<file path="config.mk">
export PLATFORM = sky130hd
export DESIGN_NAME = uart_rx_fifo_axis
export DESIGN_NICKNAME = d
export VERILOG_FILES = /design/src/rtl/uart_pkg.sv /design/src/rtl/sync_fifo.sv /design/src/rtl/uart_rx.sv /design/src/rtl/uart_rx_fifo_axis.sv
export SDC_FILE = /design/constraint.sdc
export NUM_CORES = 1
export LEC_CHECK = 0
export ABC_AREA = 1
export BUFFER_PORTS_ARGS = -buffer_cell sky130_fd_sc_hd__clkbuf_2
export CAP_MARGIN = 5
export CORE_UTILIZATION = 58
export CTS_BUF_LIST = sky130_fd_sc_hd__clkbuf_2
export DETAILED_ROUTE_END_ITERATION = 12
export PLACE_DENSITY = 0.87
export SLEW_MARGIN = 20
export SYNTH_ARGS = -nofsm -noshare
export SYNTH_HDL_FRONTEND = slang
export SYNTH_SLANG_ARGS = --single-unit
</file>
<file path="constraint.sdc">
create_clock -name clk -period 1.83 [get_ports clk]
set_input_delay 0.549 -clock clk [delete_from_list [all_inputs] [get_ports clk]]
set_output_delay 0.549 -clock clk [all_outputs]
set_load 0.02 [all_outputs]
</file>
<file path="src/rtl/uart_pkg.sv">
// Shared types and helpers for the UART receive path.
package uart_pkg;

  typedef enum logic [2:0] {
    IDLE,
    START,
    DATA,
    STOP,
    WAIT_IDLE
  } rx_state_t;

  function automatic int clks_per_bit(input int clk_rate, input int baud);
    return clk_rate / baud;
  endfunction

endpackage

</file>
<file path="src/rtl/sync_fifo.sv">
// Show-ahead synchronous FIFO carrying a data word plus a side-band last flag.
module sync_fifo
  import uart_pkg::*;
#(
  parameter int WIDTH = 8,
  parameter int DEPTH = 8
) (
  input  logic             clk,
  input  logic             rst,
  input  logic             wr_en,
  input  logic [WIDTH-1:0] din,
  input  logic             din_last,
  output logic             full,
  input  logic             rd_en,
  output logic [WIDTH-1:0] dout,
  output logic             dout_last,
  output logic             empty
);

  localparam int AW   = $clog2(DEPTH);
  localparam int CNTW = $clog2(DEPTH + 1);

  logic [WIDTH:0]  mem [DEPTH];
  logic [AW-1:0]   wr_ptr_reg;
  logic [AW-1:0]   rd_ptr_reg;
  logic [CNTW-1:0] count_reg;
  logic            wr_ok;
  logic            rd_ok;
  logic [WIDTH:0]  head;

  assign full  = (count_reg == CNTW'(DEPTH));
  assign empty = (count_reg == '0);

  // A full FIFO rejects the push even if a pop happens in the same cycle.
  assign wr_ok = wr_en && !full;
  assign rd_ok = rd_en && !empty;

  always_ff @(posedge clk) begin
    if (wr_ok) begin
      mem[wr_ptr_reg] <= {din_last, din};
    end
  end

  always_ff @(posedge clk or negedge rst) begin
    if (!rst) begin
      wr_ptr_reg <= '0;
      rd_ptr_reg <= '0;
      count_reg  <= '0;
    end else begin
      if (wr_ok) begin
        wr_ptr_reg <= wr_ptr_reg + 1'b1;
      end
      if (rd_ok) begin
        rd_ptr_reg <= rd_ptr_reg + 1'b1;
      end
      case ({wr_ok, rd_ok})
        2'b10:   count_reg <= count_reg + 1'b1;
        2'b01:   count_reg <= count_reg - 1'b1;
        default: count_reg <= count_reg;
      endcase
    end
  end

  // Head is gated while empty so stale or uninitialised storage never shows.
  assign head      = mem[rd_ptr_reg];
  assign dout      = empty ? '0 : head[WIDTH-1:0];
  assign dout_last = !empty && head[WIDTH];

endmodule

</file>
<file path="src/rtl/uart_rx.sv">
// UART deserialiser: 2-flop synchroniser, mid-bit sampling FSM, LSB-first shift register.
module uart_rx
  import uart_pkg::*;
#(
  parameter int WIDTH    = 8,
  parameter int CLK_RATE = 50000000,
  parameter int BAUD     = 115200
) (
  input  logic             clk,
  input  logic             rst,
  input  logic             rx_line,
  output logic [WIDTH-1:0] rx_data,
  output logic             rx_done,
  output logic             frame_err
);

  localparam int CLKS_PER_BIT = clks_per_bit(CLK_RATE, BAUD);
  localparam int HALF_BIT     = CLKS_PER_BIT / 2;
  localparam int CW           = $clog2(CLKS_PER_BIT);
  localparam int IW           = (WIDTH > 1) ? $clog2(WIDTH) : 1;

  localparam logic [CW-1:0] BIT_LAST  = CW'(CLKS_PER_BIT - 1);
  localparam logic [CW-1:0] HALF_LAST = CW'(HALF_BIT - 1);
  localparam logic [IW-1:0] IDX_LAST  = IW'(WIDTH - 1);

  logic             rx_meta_reg;
  logic             rx_sync_reg;
  rx_state_t        state_reg;
  logic [CW-1:0]    cnt_reg;
  logic [IW-1:0]    bit_idx_reg;
  logic [WIDTH-1:0] shift_reg;
  logic             rx_done_reg;
  logic             frame_err_reg;

  // Line idles high, so the synchroniser resets to 1 to avoid a false start bit.
  always_ff @(posedge clk or negedge rst) begin
    if (!rst) begin
      rx_meta_reg <= 1'b1;
      rx_sync_reg <= 1'b1;
    end else begin
      rx_meta_reg <= rx_line;
      rx_sync_reg <= rx_meta_reg;
    end
  end

  always_ff @(posedge clk or negedge rst) begin
    if (!rst) begin
      state_reg     <= IDLE;
      cnt_reg       <= '0;
      bit_idx_reg   <= '0;
      shift_reg     <= '0;
      rx_done_reg   <= 1'b0;
      frame_err_reg <= 1'b0;
    end else begin
      rx_done_reg   <= 1'b0;
      frame_err_reg <= 1'b0;
      case (state_reg)
        IDLE: begin
          if (!rx_sync_reg) begin
            state_reg <= START;
            cnt_reg   <= '0;
          end
        end
        START: begin
          // Re-check the start bit at its midpoint to reject short glitches.
          if (cnt_reg == HALF_LAST) begin
            cnt_reg <= '0;
            if (!rx_sync_reg) begin
              state_reg   <= DATA;
              bit_idx_reg <= '0;
            end else begin
              state_reg <= IDLE;
            end
          end else begin
            cnt_reg <= cnt_reg + 1'b1;
          end
        end
        DATA: begin
          if (cnt_reg == BIT_LAST) begin
            cnt_reg   <= '0;
            shift_reg <= WIDTH'({rx_sync_reg, shift_reg} >> 1);
            if (bit_idx_reg == IDX_LAST) begin
              state_reg <= STOP;
            end else begin
              bit_idx_reg <= bit_idx_reg + 1'b1;
            end
          end else begin
            cnt_reg <= cnt_reg + 1'b1;
          end
        end
        STOP: begin
          // Leave at mid-stop so a back-to-back start edge is not missed.
          if (cnt_reg == BIT_LAST) begin
            cnt_reg <= '0;
            if (rx_sync_reg) begin
              rx_done_reg <= 1'b1;
              state_reg   <= IDLE;
            end else begin
              frame_err_reg <= 1'b1;
              state_reg     <= WAIT_IDLE;
            end
          end else begin
            cnt_reg <= cnt_reg + 1'b1;
          end
        end
        WAIT_IDLE: begin
          if (rx_sync_reg) begin
            state_reg <= IDLE;
          end
        end
        default: state_reg <= IDLE;
      endcase
    end
  end

  assign rx_data   = shift_reg;
  assign rx_done   = rx_done_reg;
  assign frame_err = frame_err_reg;

endmodule

</file>
<file path="src/rtl/uart_rx_fifo_axis.sv">
// UART receiver buffered in a FIFO and presented as an AXI-Stream master with terminator framing.
module uart_rx_fifo_axis
  import uart_pkg::*;
#(
  parameter int               WIDTH     = 8,
  parameter int               DEPTH     = 8,
  parameter int               CLK_RATE  = 50000000,
  parameter int               BAUD      = 115200,
  parameter logic [WIDTH-1:0] LAST_CHAR = WIDTH'(8'h0A)
) (
  input  logic             clk,
  input  logic             rst,
  input  logic             uart_rx,
  output logic [WIDTH-1:0] m_axis_data,
  output logic             m_axis_valid,
  output logic             m_axis_last,
  input  logic             m_axis_ready,
  output logic             frame_err,
  output logic             overflow
);

  logic [WIDTH-1:0] rx_data;
  logic             rx_done;
  logic             fifo_full;
  logic             fifo_empty;
  logic             overflow_reg;

  uart_rx #(
    .WIDTH    (WIDTH),
    .CLK_RATE (CLK_RATE),
    .BAUD     (BAUD)
  ) u_rx (
    .clk       (clk),
    .rst       (rst),
    .rx_line   (uart_rx),
    .rx_data   (rx_data),
    .rx_done   (rx_done),
    .frame_err (frame_err)
  );

  sync_fifo #(
    .WIDTH (WIDTH),
    .DEPTH (DEPTH)
  ) u_fifo (
    .clk       (clk),
    .rst       (rst),
    .wr_en     (rx_done),
    .din       (rx_data),
    .din_last  (rx_data == LAST_CHAR),
    .full      (fifo_full),
    .rd_en     (m_axis_valid && m_axis_ready),
    .dout      (m_axis_data),
    .dout_last (m_axis_last),
    .empty     (fifo_empty)
  );

  always_ff @(posedge clk or negedge rst) begin
    if (!rst) begin
      overflow_reg <= 1'b0;
    end else begin
      overflow_reg <= rx_done && fifo_full;
    end
  end

  assign m_axis_valid = !fifo_empty;
  assign overflow     = overflow_reg;

endmodule

</file>
# [After elaboration in Yosys (flattened, before gate mapping)]
# Memory sizes are Yosys's and may differ from the RTL's.
# Index checks and enable logic that the tools add are counted.
[classes] add_sub_neg=6 eq_ne=19 mux=28 n_reduce_logical=17
[op_table] operator="3-bit two-way mux" n=11
[op_table] operator="9-bit two-way mux" n=3
[op_table] operator="9-bit one-hot mux with 3 select lines" n=1
[op_table] operator="3-bit one-hot mux with 5 select lines" n=1
[op_table] operator="2-bit by 1-bit != test with 1-bit output (second input constant)" n=5
[op_table] operator="3-bit by 1-bit adder with 3-bit output (second input constant)" n=3
[op_table] operator="9-bit by 1-bit adder with 9-bit output (second input constant)" n=1
[op_table] operator="9-bit by 8-bit equality test with 1-bit output (second input constant)" n=1
[op_table] operator="9-bit equality test (second input constant)" n=1
[op_table] operator="8-bit by 4-bit equality test with 1-bit output (second input constant)" n=1
[op_table] operator="1-bit two-way mux" n=8
[op_table] operator="8-bit two-way mux" n=1
[op_table] operator="4-bit one-hot mux with 2 select lines" n=1
[op_table] operator="3-bit by 2-bit equality test with 1-bit output (second input constant)" n=2
[op_table] operator="3-bit equality test (second input constant)" n=2
[op_table] operator="2-bit != test (second input constant)" n=3
[op_table] operator="3-bit one-hot mux with 2 select lines" n=1
[op_table] operator="6-bit AND reduction" n=1
[op_table] operator="1-bit logical AND" n=5
[op_table] operator="5-bit AND reduction" n=1
[op_table] operator="4-bit by 1-bit adder with 4-bit output (second input constant)" n=1
[op_table] operator="4-bit equality test (second input constant)" n=1
[op_table] operator="4-bit zero test" n=1
[op_table] operator="2-bit AND reduction" n=2
[op_table] operator="10 further kinds" n=12
[word_totals] regBits=38 ram_bits=72 inputBits=4 n_memories=1
[memory_table] memory="u_fifo.mem" words=8 width=9 rd=1 rd_ports_with_merged_regs=0 write_ports=1 line="sync_fifo.sv:23" text="logic [WIDTH:0] mem [DEPTH];"

# [Longest topological paths before layout]
# Gate-level depths: netlist (run 1).
[logic_depth] word_depth=6 ltp_mapped=13

# [Modules after synthesis]
# From an unflattened synthesis (run 1), not the netlist that was laid out.
[unflattened] cells_unflattened=491 hier_area_um2=5008.6
[modules_own_cells] mod="sync_fifo" n_inst=1 cells_each=294 area_per_inst_um2=3507.1
[modules_own_cells] mod="uart_rx" n_inst=1 cells_each=183 area_per_inst_um2=1425.1
[modules_own_cells] mod="uart_rx_fifo_axis" n_inst=1 cells_each=14 area_per_inst_um2=76.3

# [Worst setup path after synthesis (run 1)]
# No wires, ideal clock.
[synth_path] path_kind="register -> output" startpoint="register u_fifo.rd_ptr_reg[0]" endpoint="output m_axis_data[0]" arrival_time_ns=1.349 slack_ns=-0.068 stages_incl_launch_ff=8 n_path_buf=2 cell_sequence="dfrtp_1 -> buf_4 -> inv_2 -> buf_2 -> nor2_1 -> o21ai_0 -> o21ai_0 -> nor2_1"
[synth_via] elab_chain_cells=2
[synth_rtl] element="from (decl)" line="sync_fifo.sv:25" text="logic [AW-1:0] rd_ptr_reg;"
[synth_rtl] element="from (signal assigned)" line="sync_fifo.sv:54" text="rd_ptr_reg <= rd_ptr_reg + 1'b1;"
[synth_rtl] element="memory 8 x 9 bit"
[synth_rtl] element="8-bit two-way mux" line="sync_fifo.sv:66" text="assign dout = empty ? '0 : head[WIDTH-1:0];"
[synth_rtl] element="to (decl)" line="uart_rx_fifo_axis.sv:14" text="output logic [WIDTH-1:0] m_axis_data,"
# No other way between the ends.

# [Worst setup path after layout (run 1)]
[layout_path] startpoint="register u_fifo.rd_ptr_reg[0]" endpoint="output m_axis_data[1]"
# Same word-level chain as after synthesis.

==> summary.md, run 1 <==
| Metric | Value |
|---|---|
| R2R cell count | 15 |
| Dpl hpwl | 6820 um |
| Count of pins over their slew limit | 0 |
| Type of the most critical hold path | primary input to register |
| Syn Inst Count | 484 |
| Routed Antenna Nets | 0 |
| Total congestion overflow | 0 |
| Hold Path End | u_fifo.rd_ptr_reg[0] |
| Area share of the largest cell type after synthesis | 43.1% |
| Clock transition at path regs | 340 ps |
| Die Y | 95.0 um |
| Diode count | 0 |
| P_leak | 2.21 nW |
| GRT met1 Usage | 32.7% |
| CP peak stage delay | 520 ps |
| Worst setup EP type | primary output |
| Syn_area_per_cell | 10.4 um2 |
| IO buf count | 15 |
| Vias in the first global route | 3,498 |
| Die area | 9020 um2 |
| Slew margin rel. | 66.0% |
| Kind of critical path | register to primary output |
| Max reg flops | 72 |
| Drc violations | 0 |
| Failing checks | negative setup slack |
| Final worst path period need | 2700 ps |
| Max VDD drop | 0.550 mV |
| Post-place setup slack | -155 ps |
| All-Layer GR Usage | 25.6% |
| Area delta synth->final | 16.9% |
| Area leader, netlist | edfxtp_1 |
| Most frequent cell after synthesis | nor2_1 |
| Ports | 16 |
| DR iter-0 viols | 258 |
| Nets | 555 |
| Status | finished with violations |
| First-pass GRT wire length | 17,100 um |
| Post-Synthesis Cell Area | 5010 um2 |
| Worst r2r dst | u_fifo.count_reg[2] |
| Synth Net Count | 498 |
| Layout Cells excl Fill | 651 |
| FP Rows | 33 |
| Fin crit share | 148% |
| Average wire per standard cell | 17.9 um |
| Final Setup Violations | 38 |
| Warnings, synthesis | 0 |
| Cell with the largest stage delay on the worst path | dfrtp_2 |
| Worst setup SP type | register |
| Hold slack | 354 ps |
| Critical path depth in cells | 7 |
| Max Cap Viol | 0 |
| Num CTS Buffers | 9 |
| Ys async rst share | 34.5% |
| CP bufs+invs | 3 |
| Initial antenna violation count | 0 |
| Reg2Reg Setup Slack | -490 ps |
| TritonCTS Sinks | 110 |
| Starting Density | 60.4% |
| R2R Path Start | u_fifo.count_reg[0] |
| Clock tree buffer depth | 2 |
| Global route hottest layer | met2 |
| Synth top cells by count | nor2_1, edfxtp_1, nand2_1, o21ai_0, dfrtp_1 |
| Crit Path Max Fanout | 23 |
| Crit-path leading delay family | flip-flops |
| Final hold vios | 0 |
| Seq/Total Area, Yosys | 62.2% |
| Area contributors post-synth | edfxtp_1, dfrtp_1, nor2_1, o21ai_0, nand2_1 |
| Top_reg_cell synth | edfxtp_1 |
| Die Wd | 95.0 um |
| Cells after DPL | 616 |
| GRT met2 Usage | 42.9% |
| Via count of the routed design | 3,746 |
| CP Data Required Time | 1280 ps |
| RSZ-0062 raised after global routing | true |
| Final wirelength | 11,700 um |
| CTS tree | yes |
| Worst Path Arrival | 2160 ps |
| Drt pass-1 iters | 5 |
| Power Density | 1160 nW/um2 |
| Root buf cell | clkbuf_2 |
| Core Region | 8300 um2 |
| Maximum clock rate | 370 MHz |
| Ratio of cells with drive above 1 in the final layout | 28.2% |
| Final Util | 70.6% |
| H-Tree Level Count | 3 |
| Measured slew at the worst slew-check pin | 510 ps |
| CP cell instances | inv_2 > buf_12 > o21ai_0 > o21ai_1 > nor2_1 > nor2_2 > buf_2 |
| Later-pin clock latency in the skew report | 620 ps |
| GRT met3 Usage | 4.67% |
| Final WS setup | -875 ps |
| Final GP Congestion | 0.842 |
| Distinct cells, synth | 36 |
| Post-DR vias/cell | 5.75 |
| Post-synth EDFFs | 72 |
| Clk_skew | 66.0 ps |
| Synth Register Bits | 110 |
| Worst hold path depth | 5 |
| Hold path start | m_axis_ready |
| Largest net degree at the start of global routing | 39 |
worst reg2reg max path, cell delays in order (launching register included):
cell and delay (ps):
dfrtp_1 510, nor2_4 180, nand3_4 130, buf_6 140, buf_6 100, buf_6 100, buf_6 110, nand2_4 80
inv_4 50, ha_4 180, nor2_4 110, nor2_4 60, ha_4 160, a21oi_2 120, xor2_1 170, o21ai_1 90
cell type report:
type | instances | area (um2)
multi-input combinational | 320 | 1830
clock buffer | 9 | 45.0
fill | 528 | 2440
tap | 105 | 131
sequential | 110 | 3120
timing repair buffer | 60 | 523
clock inverter | 7 | 62.6
inverter | 40 | 153
cells in the final DEF (no fill, tap or decap), types with 4 or more instances in the layout:
| cell | instances |
|---|---|
| buf_2 | 7 |
| buf_4 | 25 |
| buf_6 | 16 |
| clkbuf_2 | 15 |
| dfrtp_1 | 35 |
| edfxtp_1 | 72 |
| ha_1 | 7 |
| inv_1 | 28 |
| inv_2 | 10 |
| inv_6 | 4 |
| nand2_1 | 64 |
| nand2_2 | 11 |
| nand2_4 | 6 |
| nand3_1 | 11 |
| nand4_1 | 12 |
| nor2_1 | 75 |
| nor2_2 | 21 |
| nor2_4 | 7 |
| o21ai_0 | 36 |
| o21ai_1 | 34 |
| o21ai_2 | 8 |
| xor2_1 | 7 |
worst max-delay path by stage:
| stage | startpoint | endpoint | slack [ps] |
|---|---|---|---|
| floorplan | u_fifo.count_reg[0] | u_fifo.count_reg[2] | 0.7 |
| global placement | u_fifo.rd_ptr_reg[0] | m_axis_data[7] | -20 |
| detailed placement | u_fifo.rd_ptr_reg[0] | m_axis_data[3] | -150 |
| CTS | u_fifo.rd_ptr_reg[0] | m_axis_data[2] | -740 |
| global route | u_fifo.rd_ptr_reg[0] | m_axis_data[1] | -1030 |
| finish | u_fifo.rd_ptr_reg[0] | m_axis_data[1] | -870 |
per-stage QoR:
stage               power [mW]  cell area (um2)  TNS (ps)
finish                    6.77             5860     -9290
detailed placement        4.93             5380      -834
floorplan                 4.22             5040         0
CTS                       6.20             5640     -6900
global route              7.10             5860    -14270
global placement          4.82             5380     -38.8
layer usage:
layer	part of all wire, %	vias to the layer above
met5	0	-
met4	3.2	0
met3	6.4	35
met2	52	176
met1	39	1785
li1	-	1750
report_power, final:
group          switching (mW)  total [mW]  internal [mW]
clock network           0.905        1.12          0.217
logic                    1.66        2.84           1.18
registers              0.0984        2.81           2.71
total                    2.67        6.77           4.11
repair_timing:
action | CTS | global route
hold endpoints to repair | 37 | 0
gates cloned | 0 | 3
pin swaps | 8 | 10
gates resized for setup | 26 | 75
buffers inserted | 11 | 9
endpoints found under the setup margin | 12 | 87
hold buffers | 2 | 0
cell families (layout without fill, tap and decap cells):
kind of cell	Yosys count	after routing	synth area share [%]
AOI/OAI and AO/OA	82	82	9.11
xor gates and xnor gates	8	8	1.40
buffers and inverters	54	116	4.67
and+or+nand+nor	220	220	20.1
adders and majority gates	10	10	2.50
DFF	110	110	62.2
(Power assumes the default switching activity.)
==> run 2, diff against run 1 <==
CORE_MARGIN = 10   (was unset)
CORE_UTILIZATION = 56   (was 58)
CTS_BUF_LIST = unset   (was sky130_fd_sc_hd__clkbuf_2)
PLACE_DENSITY = 0.85   (was 0.87)
==> run 2 against run 1 <==
Net effect:
- the run still ends with negative setup slack left
- highest routed layer unchanged
- critical endpoint is now m_axis_last
- utilization down 2.3 points
- largest power group unchanged
- critical path depth did not move
- clock power rose by 38%
==> summary.md, run 2 (synthesized netlist as in run 1, its figures left out) <==
| Metric | Value |
|---|---|
| Worst setup EP type | primary output |
| Initial antenna violation count | 0 (unchanged) |
| Diode count | 0 (unchanged) |
| Die Wd | 115 um (+21%) |
| Maximum clock rate | 413 MHz (+12%) |
| Crit Path Max Fanout | 18 (-22%) |
| Total congestion overflow | 0 (unchanged) |
| Failing checks | negative setup slack |
| Num CTS Buffers | 9 (unchanged) |
| Clock network fraction of total power | 21.1% (+4.5 points) |
| Largest net degree at the start of global routing | 39 (unchanged) |
| Worst setup SP type | register |
| P_leak | 2.20 nW (-0.60%) |
| Average wire per standard cell | 17.6 um (-1.6%) |
| Root buf cell | clkbuf_8 |
| CTS tree | yes |
| NetSw | 2.70 mW (+1.3%) |
| Die Y | 115 um (+21%) |
| Switching share of power | 36.9% (-2.5 points) |
| Layout Cells excl Fill | 639 (-1.8%) |
| Combinational share of power | 40.3% (-1.6 points) |
| Area delta synth->final | 18.8% |
| Clock transition at path regs | 120 ps (-220 ps) |
| Fill cells | 548 (+3.8%) |
| Clock tree buffer depth | 2 (unchanged) |
| Worst Path Arrival | 1870 ps (-290 ps) |
| H-Tree Level Count | 3 (unchanged) |
| CP Data Required Time | 1280 ps (about the same) |
| Commonest cells after routing, fill and taps aside | edfxtp_1, nand2_1, nor2_1 |
| First-pass GRT wire length | 16,500 um (-3.3%) |
| Nets | 540 (-2.7%) |
| Drc violations | 0 (unchanged) |
| Fin crit share | 132% (-15 points) |
| Cell Int Power | 4.62 mW (+13%) |
| Kind of critical path | register to primary output |
| Type of the most critical hold path | primary input to async pin |
| Max reg flops | 72 (unchanged) |
| FP Rows | 34 (+3.0%) |
| Final WS setup | -593 ps (+281 ps) |
| Drt pass-1 iters | 5 (unchanged) |
| Final hold vios | 0 (unchanged) |
| Worst r2r dst | u_fifo.count_reg[2] |
| IO buf count | 15 (unchanged) |
| Clk_skew | 18.5 ps (-47.5 ps) |
| Status | finished with violations |
| Ratio of cells with drive above 1 in the final layout | 28.8% (+0.61 points) |
| Die area | 13,100 um2 (+46%) |
| Final worst path period need | 2420 ps (-281 ps) |
| TritonCTS Sinks | 110 (unchanged) |
| Later-pin clock latency in the skew report | 380 ps (-240 ps) |
| Ports | 16 (unchanged) |
| All-Layer GR Usage | 15.6% (-10 points) |
| Measured slew at the worst slew-check pin | 478 ps (-32.4 ps) |
| Power Density | 1230 nW/um2 (+6.4%) |
| Via count of the routed design | 3,657 (-2.4%) |
| Max VDD drop | 0.552 mV (+0.38%) |
| DR iter-0 viols | 379 (+47%) |
| Cells after DPL | 617 (+0.16%) |
| Total power | 7.33 mW (+8.1%) |
| Final wirelength | 11,300 um (-3.4%) |
| Core Region | 8720 um2 (+5.1%) |
| R2R cell count | 13 (-2) |
| Post-DR vias/cell | 5.72 (-0.54%) |
| Vias in the first global route | 3,447 (-1.5%) |
| Reg power frac | 38.6% (-2.9 points) |
| Slew margin rel. | 68.1% (+2.2 points) |
| Dpl hpwl | 6730 um (-1.3%) |
| Final Setup Violations | 46 (+21%) |
| RSZ-0062 raised after global routing | true |
| Hold slack | 105 ps (-249 ps) |
| Starting Density | 57.5% (-2.9 points) |
| R2R Path Start | u_fifo.count_reg[0] |
| Max Cap Viol | 0 (unchanged) |
| Count of pins over their slew limit | 0 (unchanged) |
| Final GP Congestion | 0.879 (+4.5%) |
| Routed Antenna Nets | 0 (unchanged) |
| Reg2Reg Setup Slack | -80 ps (+410 ps) |
| Commonest non-fill, non-tap cell in the layout | edfxtp_1 |
run 2: cell types whose count changed in the layout (fill, tap and decap cells not counted), moves of 6 or more:
cell      previous run  this run
buf_4               25        11
o21ai_0             36        25
buf_2                7         1
clkbuf_2            15         6
nor2_1              75        60
nor2_2              21        34
clkbuf_8             0         9
o21ai_1             34        41
run 2: stage by stage:
| step | utilization, % | setup WS, ps | setup TNS [ps] | area [um2] |
|---|---|---|---|---|
| after floorplan | - | 0.666 | 0 | 5040 |
| after global placement | 61.8 | -20.8 | -52.8 | 5390 |
| after detailed placement | 61.8 | -72.0 | -536 | 5390 |
| after CTS | 64.7 | -477 | -4200 | 5640 |
| after global routing | 68.3 | -631 | -9340 | 5950 |
| final | 68.3 | -593 | -5610 | 5950 |
run 2: worst max-delay path: stages, from the launching register on:
cell	delay (ps)
dfrtp_2	540
inv_4	90
buf_12	160
o21ai_0	180
o21ai_0	130
o21ai_1	170
nor2_2	50
clkbuf_2	150
run 2: area by class of cell:
type	instances	area (um2)	area share [%]
inverter	40	153	2.56
multi-input combinational	320	1850	31.0
tap	108	135	2.27
timing repair buffer	45	488	8.20
sequential	110	3120	52.4
clock inverter	7	91.3	1.53
clock buffer	9	124	2.08
run 2: routing by layer:
| metal | wire length (um) | vias to the layer above | track usage [%] |
|---|---|---|---|
| met5 | 0 | - | 0 |
| li1 | - | 1713 | - |
| met1 | 4570 | 1809 | 17.9 |
| met3 | 526 | 17 | 3.04 |
| met4 | 189 | 0 | 4.59 |
| met2 | 5970 | 118 | 28.5 |
run 2: power groups by stage:
stage	Sequential (mW)	Combinational, mW	Clock (mW)
3_3_place_gp	2.82	2.05	0
4_1_cts	2.78	2.25	1.55
6_report	2.83	2.95	1.55
5_1_grt	2.83	3.14	1.64
3_5_place_dp	2.82	2.13	0
2_1_floorplan	2.81	1.41	0
run 2: worst max-delay path by stage:
| stage | to | cells after the start | startpoint |
|---|---|---|---|
| final | m_axis_last | 7 | u_fifo.rd_ptr_reg[0] |
| after global routing | m_axis_last | 7 | u_fifo.rd_ptr_reg[0] |
| after global placement | u_fifo.count_reg[2] | 11 | u_fifo.count_reg[1] |
| after detailed placement | u_fifo.count_reg[2] | 11 | u_fifo.count_reg[1] |
| after CTS | m_axis_data[1] | 8 | u_fifo.rd_ptr_reg[0] |
| after floorplan | u_fifo.count_reg[2] | 12 | u_fifo.count_reg[0] |
run 2: what timing repair did:
item | 4_1_cts | 5_1_grt
gates cloned | 0 | 3
setup endpoints to repair | 12 | 13
setup buffers | 0 | 3
gates resized for setup | 23 | 107
pin swaps | 2 | 23
hold buffers | 0 | 0
